### config.mk
export PLATFORM = sky130hd
export DESIGN_NAME = mux_sync_tx
export DESIGN_NICKNAME = d
export VERILOG_FILES = /design/src/rtl/mux_sync_tx.sv
export SDC_FILE = /design/constraint.sdc
export NUM_CORES = 1
export LEC_CHECK = 0
export ABC_AREA = 1
export CAP_MARGIN = 40
export CORE_MARGIN = 2
export CORE_UTILIZATION = 49
export CTS_BUF_LIST = sky130_fd_sc_hd__clkbuf_8
export DETAILED_ROUTE_END_ITERATION = 8
export GPL_ROUTABILITY_DRIVEN = 0
export PLACE_DENSITY = 0.94
export SLEW_MARGIN = 20
export SYNTH_ARGS = -nofsm -noshare
export SYNTH_HDL_FRONTEND = slang
export SYNTH_SLANG_ARGS = --single-unit
### constraint.sdc
create_clock -name clk_i -period 2.2 [get_ports clk_i]
set_input_delay 0.22 -clock clk_i [delete_from_list [all_inputs] [get_ports clk_i]]
set_output_delay 0.22 -clock clk_i [all_outputs]
set_load 0.02 [all_outputs]
### src/rtl/mux_sync_tx.sv
// mux_sync_tx: source side of a mux-enable clock-domain crossing.
// Holds a word stable, raises en_o, and runs a four-phase handshake against a synchronized ack.
module mux_sync_tx #(
    parameter int CHAIN_LENGTH = 3,
    parameter int DATA_WIDTH   = 32,
    parameter int CNT_WIDTH    = 16
) (
    input  logic                  clk_i,
    input  logic                  reset_ni,
    input  logic                  valid_i,
    input  logic [DATA_WIDTH-1:0] data_i,
    output logic                  ready_o,
    output logic                  en_o,
    output logic [DATA_WIDTH-1:0] data_o,
    input  logic                  ack_i,
    output logic                  busy_o,
    output logic [CNT_WIDTH-1:0]  xfer_cnt_o,
    output logic                  err_o
);

    typedef enum logic [1:0] {
        S_IDLE   = 2'd0,
        S_REQ_HI = 2'd1,
        S_ACK_LO = 2'd2
    } state_t;

    state_t                  r_state;
    state_t                  w_state_nxt;
    logic [CHAIN_LENGTH-1:0] r_ack_sync;
    logic                    r_ack_s_q;
    logic                    r_en;
    logic [DATA_WIDTH-1:0]   r_data;
    logic [CNT_WIDTH-1:0]    r_cnt;
    logic                    r_err;
    logic                    w_ack_s;
    logic                    w_ack_rise;
    logic                    w_ready;
    logic                    w_busy;
    logic                    w_accept;
    logic                    w_done;

    assign w_ack_s    = r_ack_sync[CHAIN_LENGTH-1];
    assign w_ack_rise = w_ack_s & ~r_ack_s_q;

    // Ack synchronizer chain; the extra flop remembers ack_s for rise detection
    always_ff @(posedge clk_i) begin
        if (!reset_ni) begin
            r_ack_sync <= '0;
            r_ack_s_q  <= 1'b0;
        end else begin
            r_ack_sync <= {r_ack_sync[CHAIN_LENGTH-2:0], ack_i};
            r_ack_s_q  <= w_ack_s;
        end
    end

    // Handshake state register
    always_ff @(posedge clk_i) begin
        if (!reset_ni) begin
            r_state <= S_IDLE;
        end else begin
            r_state <= w_state_nxt;
        end
    end

    // Next-state: launch on accept, drop request on ack, finish when ack falls
    always_comb begin
        w_state_nxt = r_state;
        unique case (r_state)
            S_IDLE:   if (w_accept) w_state_nxt = S_REQ_HI;
            S_REQ_HI: if (w_ack_s)  w_state_nxt = S_ACK_LO;
            S_ACK_LO: if (!w_ack_s) w_state_nxt = S_IDLE;
            default:  w_state_nxt = S_IDLE;
        endcase
    end

    // Output decode from registered state and synchronized ack only
    always_comb begin
        w_ready  = (r_state == S_IDLE) && !w_ack_s;
        w_busy   = (r_state != S_IDLE);
        w_accept = w_ready && valid_i;
        w_done   = (r_state == S_ACK_LO) && !w_ack_s;
    end

    // Registered request, payload, completion count and sticky error
    always_ff @(posedge clk_i) begin
        if (!reset_ni) begin
            r_en   <= 1'b0;
            r_data <= '0;
            r_cnt  <= '0;
            r_err  <= 1'b0;
        end else begin
            r_en <= (w_state_nxt == S_REQ_HI);
            if (w_accept) begin
                r_data <= data_i;
            end
            if (w_done) begin
                r_cnt <= r_cnt + CNT_WIDTH'(1);
            end
            if (w_ack_rise && (r_state != S_REQ_HI)) begin
                r_err <= 1'b1;
            end
        end
    end

    assign ready_o    = w_ready;
    assign busy_o     = w_busy;
    assign en_o       = r_en;
    assign data_o     = r_data;
    assign xfer_cnt_o = r_cnt;
    assign err_o      = r_err;

endmodule

# == Yosys cells after proc, flatten, opt, wreduce, memory -nomap -nowiden ==
# Index checks and enable logic that the tools add are counted.
# classes
muxes,4
bitwise,2
reduce_logical,7
eq_ne,4
add_sub_neg,1
# ops
operator,n
$add A16 B1 Y16 const B,1
$mux W2,3
$pmux W2 S3,1
$eq A2 B1 Y1 const B,2
$logic_and A1 B1 Y1,4
$eq A2 B2 Y1 const B,1
$logic_not A2 Y1,1
$ne A2 B1 Y1 const B,1
$reduce_bool A2 Y1,1
$and A1 B1 Y1,1
$logic_not A1 Y1,1
$not A1 Y1,1
# word_totals
inputBits,36
output_inout_bits,52
regBits,56

# == Longest topological paths before layout ==
# depth
depth_word,6
ltp_mapped,8
mapped_depth_nobuf,8

# == Least setup slack after synthesis ==
# Ideal clock, no wire load.
# synth_timing
path_kind,reg-to-reg
from,reg r_cnt[0] (netlist: xfer_cnt_o[0])
to,reg r_cnt[8] (netlist: xfer_cnt_o[8])
arrival_time_ns,1.347
path_stages_with_launch,7
path_slack_ns,0.737
path_buffers,0
setup_ns,0.116
required_time_ns,2.084
path_cell_list,dfxtp_1 ha_1 nand3_1 nor2_1 nand3_1 o21ai_0 nor2_1
# synth_via
elab_chain_len,1
# synth_rtl
element,line_no,rtl
from (decl),33,logic [CNT_WIDTH-1:0] r_cnt;
from (signal assigned),97,r_cnt <= r_cnt + CNT_WIDTH'(1);
$add A16 B1 Y16,97,
# Every way passes these cells.
# A chain may end at the register's enable or synchronous reset.

# == Worst setup path after layout ==
# layout_timing
from,reg r_state[1]
to,out ready_o
# layout_via
elab_chain_len,2
# layout_rtl
element,line_no,rtl
from (decl),27,state_t r_state;
from (signal assigned),61,r_state <= w_state_nxt;
$logic_not A2 Y1,78,w_ready = (r_state == S_IDLE) && !w_ack_s;
$logic_and A1 B1 Y1,78,
to (decl),12,"output logic ready_o,"
# Every way passes these cells.

==> flow_summary.yaml <==
floorplan:
  start_util_pct: 51.8
  die_w_um: 72.3
  core_sq_mm: 0.00441
  core.rowCount: 24
  ios: 88
  die_h_um: 72.3
  dieArea_sq_mm: 0.00523
drt:
  ant_nets: 0
  drc: 0
  drt_iter0_drc: 104
  viasPerCell: 5.07
  vias: 2217
  avgRoutedWirePerCell_um: 12.3
  drt_pass1_iterations: 4
  wl_mm: 5.39
run_status:
  status: "finished, final reports clean"
clock_tree:
  cts_tree: "built"
  postCtsHoldBufs: 0
  clockBufferDepth: 2
  insertion_delay_ps: 300
  numCtsBuffers: 5
  cts_max_level: 2
  cts_root_buf: "clkbuf_8"
  clock-sinks: 56
  postCtsSetupBuffers: 0
  clk_pin_slew_worst_paths_ps: 100
  post_cts_resized: 0
timing:
  hold_violations: 0
  fmax_mhz: 569
  tightest_slew_ps: 612
  hold_ws_ps: 424
  slew_headroom_pct: 59.2
  maxSlewViolCount: 0
  setup_viol: 0
  setup_tns_ps: 0
  fin_crit_ps: 1760
  finClkSkew_ps: 11.1
  grt_setup_unrepaired: "false"
  fin_crit_sh_pct: 79.8
  worst_slack_ps: 444
cells_and_area:
  area_growth_pct: 41.7
  layout.nets: 421
  drive_gt1_share_pct: 5.71
  nFillCells: 355
  final_cells: 437
  final_area_sq_mm: 0.00324
  utilization_pct: 73.4
  antennaDiodeCount: 0
setup_path:
  critPathRequiredTime_ps: 1980
  critPathKind: "reg -> out"
  max_stage_delay_ps: 620
  critical-path-top-delay-family: "buffers and inverters"
  critPathBufInv: 2
  reg2regPathDepth: 7
  cp-end-kind: "primary output"
  start_kind: "register"
  path_depth: 4
  path_cells: "inv_2, nand2_2, nor2_4, clkdlybuf4s50_1"
  crit_slowest_cell: "clkdlybuf4s50_1"
  path_max_fanout: 5
  worstPathArrival_ps: 1540
global_route:
  grt_antenna_before_repair: 0
  grt_max_degree: 38
  grt-ovfl-total: 0
  grt_pass1_wl_mm: 8.72
  grt_usage_pct: 20.6
  grt_pass1_vias: 2056
yosys:
  synth_common_cells: "nand2_1 (73), dfxtp_1 (56), nand3_1 (43), a21oi_1 (39), nor2_1 (31)"
  synthTopCellsByArea: "dfxtp_1 (49%), nand2_1 (12%), nand3_1 (9.4%)"
  syn_inst: 303
  ys_ff_latch: 56
  yosysTopAreaCell: "dfxtp_1"
  synth_top_cell_area_share_pct: 49.0
  mappedNetlistNets: 340
  synthMostInstantiatedCell: "nand2_1"
  seq_area_frac_synth_pct: 49.0
  synthFlopType: "dfxtp_1"
  synth_area_sq_mm: 0.00229
  synth_cell_types: 23
  async_flop_share_pct: 0
  synth.avg_cell_area_sq_um: 7.55
  synth-edff-count: 0
  yosysWarnings: 0
power_and_ir_drop:
  p_seq_share_pct: 52.8
  finalPower_mw: 2.04
  cellLeakagePower_nw: 1.26
  p_int_mw: 1.55
  p_sw_mw: 0.492
  combPwrFrac_pct: 15.7
  swShare_pct: 24.1
  ir_drop_mv: 0.353
  p_per_area_mw_per_mm2: 629
  p_clk_share_pct: 31.6
placed_design:
  post-place-ws_ps: 539
  placedCellCount: 429
  hpwl_mm: 3.91
  place_area_sq_mm: 0.00313
  port_buffers: 87
flow_run:
  max_cap_viol_count: 0
worst_hold_path:
  holdPathStages: 2
  hp-class: "reg -> reg"
[power by group through the flow]
stage | registers, mW | clock network [mW] | logic (mW)
floorplan | 1.14 | 0 | 0.128
global placement | 1.10 | 0 | 0.318
detailed placement | 1.10 | 0 | 0.323
CTS | 1.08 | 0.663 | 0.323
global route | 1.08 | 0.697 | 0.348
finish | 1.08 | 0.644 | 0.320
[layout by cell type (no fill, tap or decap)]
master	netlist	final
nand3_2	1	1
xnor2_1	1	1
nand4_1	4	4
nand2_4	1	1
buf_4	0	2
bufinv_16	0	1
clkinv_2	0	1
ha_1	1	1
xor2_1	1	1
inv_2	4	4
o21ai_0	3	3
clkdlybuf4s50_1	0	87
nor2_1	31	31
nand2_1	73	73
nor2_4	1	1
inv_1	20	21
a21oi_1	39	39
nand2_2	2	2
dfxtp_1	56	56
nand3_1	43	43
nor3b_1	1	1
nor3_1	2	2
clkbuf_8	0	5
buf_12	0	1
nor2_2	3	3
[worst register-to-register path, cell delays in order, from the launching register on]
cell     delay [ps]
dfxtp_1         380
inv_2            80
nand2_2          70
nor2_4           90
buf_4           320
nand2_4         290
nand2_1         140
a21oi_1          70
[layer usage]
metal / GRT usage (%) / up-vias / routed length, um
met5: 0 / - / 0
met4: 7.55 / 0 / 49
met3: 5.28 / 5 / 445
met2: 37.5 / 71 / 2770
met1: 23.1 / 1006 / 2130
li1: - / 1135 / -
[state kept, by name (all words and copies together), names as in the netlist]
register,cells
r_ack_sync,3
r_state,2
en_o,1
r_ack_s_q,1
err_o,1
data_o,32
xfer_cnt_o,16
[cell families (layout without fill, tap and decap cells)]
family | count (synthesis) | count (layout) | synth area share (%)
buffers and inverters | 40 | 122 | 9.40
xor gates and xnor gates | 2 | 2 | 0.766
DFF | 56 | 56 | 49.0
AOI/OAI and AO/OA | 42 | 42 | 9.19
adders and majority gates | 1 | 1 | 0.547
and+or+nand+nor | 162 | 162 | 31.1
[final timing paths]
kind,startpoint,endpoint,slack (ps)
worst max-delay path,r_state[1],ready_o,440
worst min-delay path,r_ack_sync[0],r_ack_sync[1],420
worst max register to register,r_state[1],data_o[19],630
worst min register to register,r_ack_sync[0],r_ack_sync[1],420
[area by class of cell]
type / count / area, sq um / area share (%)
Tap cell: 52 / 65.1 / 2.01
Inverter: 24 / 90.1 / 2.78
Multi-Input combinational cell: 207 / 952 / 29.4
Sequential cell: 56 / 1120 / 34.6
Clock inverter: 3 / 38.8 / 1.20
Timing Repair Buffer: 90 / 906 / 27.9
Clock buffer: 5 / 68.8 / 2.12
Power figures use the tool's default switching activity.
